$ cat src/rtl/ps03_pkg.sv
// Shared types and constants for the ps03 stimulus generator.
package ps03_pkg;

   typedef enum logic [1:0] {
      MODE_LOOP   = 2'b00,
      MODE_SINGLE = 2'b01,
      MODE_RAND   = 2'b10
   } mode_e;

   typedef enum logic [1:0] {
      StIdle,
      StRun,
      StDone
   } state_e;

   // Galois form of x^32 + x^22 + x^2 + x + 1, right-shifting.
   localparam logic [31:0] LFSR_POLY = 32'h8020_0003;

   function automatic logic [31:0] lfsr_step(input logic [31:0] s);
      return s[0] ? ((s >> 1) ^ LFSR_POLY) : (s >> 1);
   endfunction

   // The unused encoding 2'b11 runs as a single pass.
   function automatic mode_e decode_mode(input logic [1:0] m);
      case (m)
         2'b00:   return MODE_LOOP;
         2'b10:   return MODE_RAND;
         default: return MODE_SINGLE;
      endcase
   endfunction

endpackage

$ cat src/rtl/ps03_stimgen_if.sv
// Vector stream from the stimulus generator to the consumer.
interface ps03_stimgen_if #(
   parameter int unsigned data_width = 32,
   parameter int unsigned op_width   = 4,
   parameter int unsigned addr_width = 4
);

   logic [data_width-1:0] A;
   logic [data_width-1:0] B;
   logic [op_width-1:0]   op;
   logic                  valid;
   logic                  ready;
   logic [addr_width-1:0] idx;

   modport master (output A, B, op, valid, idx, input ready);
   modport slave  (input A, B, op, valid, idx, output ready);

endinterface

$ cat src/rtl/ps03_lfsr32.sv
// 32-bit Galois LFSR with synchronous seed load and single-step advance.
module ps03_lfsr32
   import ps03_pkg::*;
(
   input  logic        clk,
   input  logic        rst,
   input  logic [31:0] seed,
   input  logic        load,
   input  logic        advance,
   output logic [31:0] state
);

   logic [31:0] state_q;

   // Reload has priority over stepping.
   always_ff @(posedge clk) begin
      if (rst || load) begin
         state_q <= seed;
      end else if (advance) begin
         state_q <= lfsr_step(state_q);
      end
   end

   assign state = state_q;

endmodule

$ cat src/rtl/ps03_stimgen.sv
// Table/LFSR driven operand generator with a registered valid/ready output.
module ps03_stimgen
   import ps03_pkg::*;
#(
   parameter int unsigned data_width = 32,
   parameter int unsigned op_width   = 4,
   parameter int unsigned depth      = 16,
   parameter int unsigned addr_width = $clog2(depth),
   parameter logic [31:0] lfsr_seed  = 32'hACE1_2345
) (
   input  logic                  clk,
   input  logic                  rst,
   input  logic                  start,
   input  logic                  stop,
   input  logic [1:0]            mode,
   input  logic                  wr_en,
   input  logic [addr_width-1:0] wr_addr,
   input  logic [data_width-1:0] wr_a,
   input  logic [data_width-1:0] wr_b,
   input  logic [op_width-1:0]   wr_op,
   ps03_stimgen_if.master        vec,
   output logic                  done,
   output logic [31:0]           vec_cnt
);

   typedef logic [data_width-1:0] data_t;

   localparam logic [addr_width-1:0] LastIdx = addr_width'(depth - 1);

   logic [data_width-1:0] tbl_a  [depth];
   logic [data_width-1:0] tbl_b  [depth];
   logic [op_width-1:0]   tbl_op [depth];

   state_e                state_q, state_d;
   mode_e                 mode_q, mode_d, mode_dec;
   logic [data_width-1:0] a_q, a_d, b_q, b_d;
   logic [op_width-1:0]   op_q, op_d;
   logic                  valid_q, valid_d;
   logic [addr_width-1:0] idx_q, idx_d, idx_nxt;
   logic                  done_q, done_d;
   logic [31:0]           cnt_q, cnt_d;

   logic [31:0] lfsr_a, lfsr_b, lfsr_a_nxt, lfsr_b_nxt;
   logic        lfsr_load, lfsr_adv;
   logic        transfer;

   ps03_lfsr32 u_lfsr_a (
      .clk     (clk),
      .rst     (rst),
      .seed    (lfsr_seed),
      .load    (lfsr_load),
      .advance (lfsr_adv),
      .state   (lfsr_a)
   );

   ps03_lfsr32 u_lfsr_b (
      .clk     (clk),
      .rst     (rst),
      .seed    (~lfsr_seed),
      .load    (lfsr_load),
      .advance (lfsr_adv),
      .state   (lfsr_b)
   );

   assign transfer   = valid_q & vec.ready;
   assign idx_nxt    = idx_q + 1'b1;
   assign mode_dec   = decode_mode(mode);
   assign lfsr_a_nxt = lfsr_step(lfsr_a);
   assign lfsr_b_nxt = lfsr_step(lfsr_b);

   // Table write port; contents survive reset.
   always_ff @(posedge clk) begin
      if (wr_en) begin
         tbl_a[wr_addr]  <= wr_a;
         tbl_b[wr_addr]  <= wr_b;
         tbl_op[wr_addr] <= wr_op;
      end
   end

   // Next-state, next-vector and LFSR control.
   always_comb begin
      state_d   = state_q;
      mode_d    = mode_q;
      a_d       = a_q;
      b_d       = b_q;
      op_d      = op_q;
      valid_d   = valid_q;
      idx_d     = idx_q;
      done_d    = done_q;
      cnt_d     = cnt_q;
      lfsr_load = 1'b0;
      lfsr_adv  = 1'b0;

      case (state_q)
         StIdle, StDone: begin
            if (stop) begin
               state_d = StIdle;
               done_d  = 1'b0;
            end else if (start) begin
               state_d   = StRun;
               mode_d    = mode_dec;
               cnt_d     = '0;
               done_d    = 1'b0;
               valid_d   = 1'b1;
               idx_d     = '0;
               lfsr_load = 1'b1;
               // The LFSRs reload this edge, so the first random vector is the seed itself.
               if (mode_dec == MODE_RAND) begin
                  a_d  = data_t'(lfsr_seed);
                  b_d  = data_t'(~lfsr_seed);
                  op_d = lfsr_seed[31 -: op_width];
               end else begin
                  a_d  = tbl_a[0];
                  b_d  = tbl_b[0];
                  op_d = tbl_op[0];
               end
            end
         end

         StRun: begin
            if (transfer) begin
               cnt_d = cnt_q + 32'd1;
            end
            if (stop) begin
               state_d = StIdle;
               valid_d = 1'b0;
            end else if (transfer) begin
               if (mode_q == MODE_RAND) begin
                  lfsr_adv = 1'b1;
                  a_d      = data_t'(lfsr_a_nxt);
                  b_d      = data_t'(lfsr_b_nxt);
                  op_d     = lfsr_a_nxt[31 -: op_width];
                  idx_d    = '0;
               end else if (mode_q == MODE_SINGLE && idx_q == LastIdx) begin
                  state_d = StDone;
                  valid_d = 1'b0;
                  done_d  = 1'b1;
               end else begin
                  idx_d = idx_nxt;
                  a_d   = tbl_a[idx_nxt];
                  b_d   = tbl_b[idx_nxt];
                  op_d  = tbl_op[idx_nxt];
               end
            end
         end

         default: state_d = StIdle;
      endcase
   end

   // State and output registers.
   always_ff @(posedge clk) begin
      if (rst) begin
         state_q <= StIdle;
         mode_q  <= MODE_LOOP;
         a_q     <= '0;
         b_q     <= '0;
         op_q    <= '0;
         valid_q <= 1'b0;
         idx_q   <= '0;
         done_q  <= 1'b0;
         cnt_q   <= '0;
      end else begin
         state_q <= state_d;
         mode_q  <= mode_d;
         a_q     <= a_d;
         b_q     <= b_d;
         op_q    <= op_d;
         valid_q <= valid_d;
         idx_q   <= idx_d;
         done_q  <= done_d;
         cnt_q   <= cnt_d;
      end
   end

   assign vec.A     = a_q;
   assign vec.B     = b_q;
   assign vec.op    = op_q;
   assign vec.valid = valid_q;
   assign vec.idx   = idx_q;
   assign done      = done_q;
   assign vec_cnt   = cnt_q;

endmodule

$ cat src/flat_wrapper.sv
// flat-port wrapper written by rule: the top's interface ports become plain ports
module ps03_stimgen_flat import ps03_pkg::*;
#(
   parameter int unsigned data_width = 32,
   parameter int unsigned op_width   = 4,
   parameter int unsigned depth      = 16,
   parameter int unsigned addr_width = $clog2(depth),
   parameter logic [31:0] lfsr_seed  = 32'hACE1_2345
)
  (clk, rst, start, stop, mode, wr_en, wr_addr, wr_a, wr_b, wr_op, done, vec_cnt, vec_A, vec_B, vec_op, vec_valid, vec_idx, vec_ready);
  ps03_stimgen_if #(.data_width(data_width), .op_width(op_width), .addr_width(addr_width)) vec_i ();
  input  logic clk;
  input  logic rst;
  input  logic start;
  input  logic stop;
  input  logic [1:0] mode;
  input  logic wr_en;
  input  logic [addr_width-1:0] wr_addr;
  input  logic [data_width-1:0] wr_a;
  input  logic [data_width-1:0] wr_b;
  input  logic [op_width-1:0] wr_op;
  output logic done;
  output logic [31:0] vec_cnt;
  output wire logic [$bits(vec_i.A)-1:0] vec_A;
  output wire logic [$bits(vec_i.B)-1:0] vec_B;
  output wire logic [$bits(vec_i.op)-1:0] vec_op;
  output wire logic [$bits(vec_i.valid)-1:0] vec_valid;
  output wire logic [$bits(vec_i.idx)-1:0] vec_idx;
  input wire logic [$bits(vec_i.ready)-1:0] vec_ready;
  assign vec_A = vec_i.A;
  assign vec_B = vec_i.B;
  assign vec_op = vec_i.op;
  assign vec_valid = vec_i.valid;
  assign vec_idx = vec_i.idx;
  assign vec_i.ready = vec_ready;
  ps03_stimgen #(.data_width(data_width), .op_width(op_width), .depth(depth), .addr_width(addr_width), .lfsr_seed(lfsr_seed)) u_core (.clk(clk), .rst(rst), .start(start), .stop(stop), .mode(mode), .wr_en(wr_en), .wr_addr(wr_addr), .wr_a(wr_a), .wr_b(wr_b), .wr_op(wr_op), .vec(vec_i), .done(done), .vec_cnt(vec_cnt));
endmodule
$ cat config.mk
export PLATFORM = sky130hd
export DESIGN_NAME = ps03_stimgen_flat
export DESIGN_NICKNAME = d
export VERILOG_FILES = /design/src/rtl/ps03_pkg.sv /design/src/rtl/ps03_stimgen_if.sv /design/src/rtl/ps03_lfsr32.sv /design/src/rtl/ps03_stimgen.sv /design/src/flat_wrapper.sv
export SDC_FILE = /design/constraint.sdc
export NUM_CORES = 2
export LEC_CHECK = 0
export BUFFER_PORTS_ARGS = -buffer_cell sky130_fd_sc_hd__buf_2
export CORE_ASPECT_RATIO = 0.7
export CORE_UTILIZATION = 45
export CTS_BUF_LIST = sky130_fd_sc_hd__clkbuf_4
export DETAILED_ROUTE_END_ITERATION = 16
export GPL_TIMING_DRIVEN = 0
export HOLD_SLACK_MARGIN = 0.02
export SYNTH_ARGS = -nofsm -noshare
export SYNTH_HDL_FRONTEND = slang
export SYNTH_HIERARCHICAL = 1
export SYNTH_SLANG_ARGS = --single-unit
$ cat constraint.sdc
create_clock -name clk -period 6.4 [get_ports clk]
set_input_delay 0.32 -clock clk [delete_from_list [all_inputs] [get_ports clk]]
set_output_delay 0.32 -clock clk [all_outputs]
set_load 0.02 [all_outputs]
# Word level (Yosys, flattened, before mapping)
# Memory sizes are Yosys's and may differ from the RTL's.
# Cells that the tools add are included.
word_totals:
  ramBits: 1088
  in_bits: 80
  regBits: 174
  n_memories: 3
  output_inout_bits: 106
mem_list:
  columns: ["name", "depth", "word_bits", "read_ports", "rd_clocked_by_memory_dff", "write_ports", "line", "rtl"]
  rows:
  - ["u_core.tbl_a", 16, 32, 2, 0, 1, "ps03_stimgen.sv:30", "logic [data_width-1:0] tbl_a [depth];"]
  - ["u_core.tbl_b", 16, 32, 2, 0, 1, "ps03_stimgen.sv:31", "logic [data_width-1:0] tbl_b [depth];"]
  - ["u_core.tbl_op", 16, 4, 2, 0, 1, "ps03_stimgen.sv:32", "logic [op_width-1:0] tbl_op [depth];"]
op_classes:
  mux: 68
  eq_ne: 18
  n_reduce_logical: 12
  add_sub_neg: 2
  bitwise: 4
op_table:
  columns: ["operator", "count"]
  rows:
  - ["$mux 32", 19]
  - ["$pmux 32 s2", 3]
  - ["$mux 4", 13]
  - ["$add 32x1->32 const B", 1]
  - ["$mux 1", 21]
  - ["$reduce_and 6->1", 3]
  - ["$pmux 4 s2", 2]
  - ["$mux 2", 6]
  - ["$ne 3x2->1 const B", 3]
  - ["$eq 2x2->1 const B", 4]
  - ["$ne 2x2->1 const B", 4]
  - ["$not 3->4", 2]
  - ["$pmux 2 s2", 2]
  - ["$reduce_and 4->1", 2]
  - ["$ne 3x3->1 const B", 2]
  - ["$add 4x1->4 const B", 1]
  - ["$eq 2x1->1 const B", 2]
  - ["$eq 4x4->1 const B", 1]
  - ["$logic_not 2->1", 2]
  - ["$ne 2x1->1 const B", 2]
  - ["$pmux 1 s2", 2]
  - ["$reduce_and 3->1", 1]
  - ["$reduce_bool 2->1", 1]
  - ["$reduce_or 2->1", 1]
  - ["other kinds (4)", 4]

# Logic depth before layout (Yosys ltp)
depth:
  depth_word: 7
  depth_mapped: 10

# Hierarchy
# Netlist, hierarchy kept.
modules_own_cells:
  columns: ["module", "cells_each", "area_per_inst_um2", "instances"]
  rows:
  - ["ps03_stimgen", 2390, 46689.8, 1]
  - ["ps03_lfsr32", 72, 1415.1, 2]

# Least setup slack after synthesis
# No wires, ideal clock.
synth_timing:
  kind: "in2reg"
  from: "input port wr_addr[3]"
  to: "memory u_core.tbl_a[0][0] (enable)"
  path_stages: 2
  required_time_ns: 5.822
  arrival_time_ns: 5.453
  n_path_buf: 0
  setup_slack_ns: 0.369
  setup_ns: 0.578
  cell_sequence: "or3b_2 -> nor3_1"
synth_lines:
  columns: ["element", "line", "rtl"]
  rows:
  - ["start, declared", "flat_wrapper.sv:18", "input logic [addr_width-1:0] wr_addr;"]
  - ["end, declared", "ps03_stimgen.sv:30", null]
# No word-level cell before the write port.

# Final worst setup path
layout_timing:
  from: "register u_core.idx_q[0], in the netlist u_core/vec.idx[0]"
  to: "register u_core.a_q[19], in the netlist u_core/vec.A[19]"
layout_between:
  elab_chain_cells: 7
layout_lines:
  columns: ["element", "line", "rtl"]
  rows:
  - ["start, declared", "ps03_stimgen.sv:39", "logic [addr_width-1:0] idx_q, idx_d, idx_nxt;"]
  - ["start signal, assigned", "ps03_stimgen.sv:170", "idx_q <= idx_d;"]
  - ["$add 4x1->4", "ps03_stimgen.sv:66", "assign idx_nxt = idx_q + 1'b1;"]
  - ["$mem_v2 16x32", null, null]
  - ["$mux 32", "ps03_stimgen.sv:134", "end else if (mode_q == MODE_SINGLE && idx_q == LastIdx) begin"]
  - ["$mux 32", "ps03_stimgen.sv:128", "if (mode_q == MODE_RAND) begin"]
  - ["$mux 32", "ps03_stimgen.sv:127", "end else if (transfer) begin"]
  - ["$mux 32", "ps03_stimgen.sv:124", "if (stop) begin"]
  - ["$pmux 32 s2", "ps03_stimgen.sv:94", "case (state_q)"]
  - ["end signal, assigned", "ps03_stimgen.sv:156", "a_q <= '0;"]
  - ["end signal, assigned", "ps03_stimgen.sv:166", "a_q <= a_d;"]
  - ["end, declared", "ps03_stimgen.sv:36", "logic [data_width-1:0] a_q, a_d, b_q, b_d;"]
# Parallel ways exist; a longest one is shown, timed or not. The select of a mux whose other input is x is not followed.
# A chain may end at the register's enable or synchronous reset.

==> impl_metrics.tcl <==
set metrics [dict create \
    nNetsFinal 3429 \
    post_cts_resized 0 \
    place_congestion 0.825 \
    critPathLaunchType "flop" \
    peakVddDrop_mv 0.173 \
    critical_path.max_fanout 10 \
    dp.cells 4300 \
    yosysSeqAreaShare_pct 74.3 \
    clkSlewWorstSetupHoldPaths_ns 0.07 \
    drt_wl_total_um 139000 \
    initial_core_util_pct 45.5 \
    swShare_pct 22.5 \
    overflow 0 \
    num_rows 101 \
    netlist_instances 2534 \
    wl_per_cell_um 27.7 \
    grt_pass1_wl_um 200000 \
    crit_type "reg -> reg" \
    grt_use_total_pct 25.2 \
    worst_hold_path.endpoint "u_core/tbl_a[10][30]$_DFFE_PP_" \
    remaining_drc_errors 0 \
    min-delay-start "wr_a[30]" \
    die-height_um 280 \
    drv_slew 0 \
    via_per_inst 5.87 \
    path_common_cell "buf_2" \
    dieArea_mm2 0.111 \
    fin_skew_ns 0.0655 \
    slowest_delay_ns 1.05 \
    hpwl_um 94000 \
    ys_warn_count 6 \
    max_clock_freq_mhz 247 \
    drt_iter0_drc 3568 \
    async_reset_ff_share_pct 0 \
    dieWidth_um 398 \
    final_common_cell "edfxtp_1" \
    syn_area_mm2 0.0495 \
    grt_pass1_vias 29900 \
    insertion_delay_ns 1.18 \
    clock-sinks 1262 \
    cp-end-kind "flop" \
    tns_ns 0 \
    synth_cell_types 62 \
    p_seq_share_pct 55.3 \
    ff2ff_setup_slack_ns 2.35 \
    synth.area.top_cells "edfxtp_1 (70%), mux4_2 (14%), dfxtp_1 (4.4%), mux2_2 (1.7%), nand2_1 (1.6%)" \
    cts_tree "done" \
    ios 186 \
    synth_top_area_cell "edfxtp_1" \
    first_pass_iters 6 \
    syn-mean-instance-area_um2 19.5 \
    io_buffers 185 \
    tightest_slew_ns 1.35 \
    slew_headroom_pct 9.84 \
    core_mm2 0.109 \
    hold_class "in -> reg" \
    hold_viol_final 0 \
    r2r-end "u_core/vec.A[19]$_SDFFE_PP0P_" \
    p_int_mw 13.1 \
    critPathSlowestCell "xor2_1" \
    final_cell_mix "edfxtp_1 (1,152), clkbuf_4 (491), mux4_2 (302)" \
    hold_depth 2 \
    drv_cap 0 \
    cts_buffers 321 \
    vias 29400 \
    drtAntennaViolNets 0 \
    drive_above_1_share_pct 34.6 \
    max-clock-path-buffers 4 \
    htreeDepth 5 \
    synth_top_cell_area_share_pct 69.9 \
    setup_viol 0 \
    antenna_found_initial 5 \
    reg2regPathDepth 9 \
    clock_power_share_pct 39.3 \
    grt_max_degree 33 \
    cp.required_ns 7.43 \
    synthToLayoutAreaGrowth_pct 20.0 \
    fillers 8590 \
    comb_power_share_pct 5.3 \
    rsz0062_at_grt "no" \
    crit_chain "buf_2 -> nand3_1 -> xor2_1 -> buf_2 -> buf_2 -> clkbuf_1 -> a21oi_1 -> a21oi_1 -> o32ai_1" \
    ys_ff_latch 1262 \
    power.leakage_nw 19.6 \
    synth_edf_count 1152 \
    arrival_ns 5.08 \
    period_share_pct 63.3 \
    p_sw_mw 3.79 \
    final_cell_count_no_fill 5015 \
    r2r_start "u_core/vec.idx[0]$_SDFFE_PP0P_" \
    outcome "completed" \
    period_minus_slack_ns 4.05 \
    power_density_mw_per_mm2 284 \
    cts_root_buf "clkbuf_4" \
    synth_ff_type "edfxtp_1" \
]
[stage by stage]
| step | total power [mW] | utilization [%] | hold slack, ns | setup WS (ns) | instance area, um2 |
|---|---|---|---|---|---|
| 2_1_floorplan | 9.90 | - | 0.399 | 0.369 | 49800 |
| 3_3_place_gp | 10.3 | 48.2 | 0.455 | -6.19 | 52500 |
| 3_5_place_dp | 10.3 | 49.5 | 0.473 | 2.49 | 53800 |
| 4_1_cts | 17.0 | 54.6 | 0.0202 | 2.50 | 59400 |
| 5_1_grt | 17.5 | 54.6 | 0.0343 | 2.41 | 59400 |
| 6_report | 16.9 | 54.6 | 0.112 | 2.35 | 59400 |
[worst max path at each step]
| stage | from | endpoint | slack, ns |
|---|---|---|---|
| final | u_core/vec.idx[0]$_SDFFE_PP0P_ | u_core/vec.A[19]$_SDFFE_PP0P_ | 2.35 |
| after CTS | u_core/vec.idx[0]$_SDFFE_PP0P_ | u_core/vec.A[25]$_SDFFE_PP0P_ | 2.50 |
| after global routing | u_core/vec.idx[0]$_SDFFE_PP0P_ | u_core/vec.A[19]$_SDFFE_PP0P_ | 2.41 |
| after floorplan | wr_addr[3] | u_core/tbl_a[0][0]$_DFFE_PP_ | 0.37 |
| after global placement | wr_addr[3] | u_core/tbl_op[4][0]$_DFFE_PP_ | -6.19 |
| after detailed placement | u_core/vec.idx[0]$_SDFFE_PP0P_ | u_core/vec.A[19]$_SDFFE_PP0P_ | 2.49 |
[flip-flops by register name, indices dropped and copies added, names as in the netlist, 32 cells and up]
signal / count
u_core/tbl_a: 512
u_core/tbl_b: 512
u_core/tbl_op: 64
u_core/u_lfsr_a/state: 32
u_core/u_lfsr_b/state: 32
u_core/vec.A: 32
u_core/vec.B: 32
u_core/vec_cnt: 32
[per-layer routing]
metal | part of all wire [%] | global-route usage [%] | vias up
li1 | - | - | 12200
met1 | 44 | 38.2 | 15200
met2 | 44 | 36.2 | 1755
met3 | 10 | 5.50 | 180
met4 | 2.1 | 7.96 | 0
met5 | 0 | 0 | -
[synth_stat cells (all sizes together) (31+ instances only)]
cell and number:
edfxtp 1152, mux4 302, nand2 207, dfxtp 110, clkbuf 93, nor2 85
mux2 83, a21oi 77, buf 61, o21ai 44, a221oi 31
[repair_timing]
action | CTS | global route
hold buffers | 166 | 0
endpoints found under the hold margin | 1678 | 0
buffers inserted | 0 | 0
[logic make-up after synthesis]
family / share of synthesized area, %
buffers and inverters: 1.56
xor gates and xnor gates: 0.672
DFF: 74.3
and+or+nand+nor: 3.87
other: 0.0152
muxes: 15.7
AOI/OAI and AO/OA: 3.82
adders and majority gates: 0.0505
[worst max-delay path, delay by kind of cell, from the launching register on]
kind | cells | cell delay, ns
buffers and inverters | 4 | 1.82
flip-flops | 1 | 0.44
AO/OA/AOI/OAI | 3 | 0.47
AND/OR/NAND/NOR | 1 | 0.10
XOR/XNOR | 1 | 1.05
[power by group through the flow]
stage                     clock [mW]  sequential, mW  combinational (mW)
final                           6.64            9.34               0.901
after global routing            7.21            9.35               0.956
after CTS                       6.80            9.35               0.893
after detailed placement           0            9.52               0.806
after global placement             0            9.54               0.745
after floorplan                    0            9.50               0.402
[layout make-up]
type | count | area [um2] | share of cell area (%)
Timing Repair Buffer | 428 | 3830 | 6.45
Multi-Input combinational cell | 1174 | 12300 | 20.7
Inverter | 6 | 27.5 | 0.0463
Antenna cell | 11 | 27.5 | 0.0463
Clock inverter | 47 | 208 | 0.349
Tap cell | 1442 | 1800 | 3.04
Buffer | 154 | 744 | 1.25
Sequential cell | 1262 | 36800 | 61.9
Clock buffer | 491 | 3690 | 6.20
Note: power is estimated with default switching activity, not from simulation.
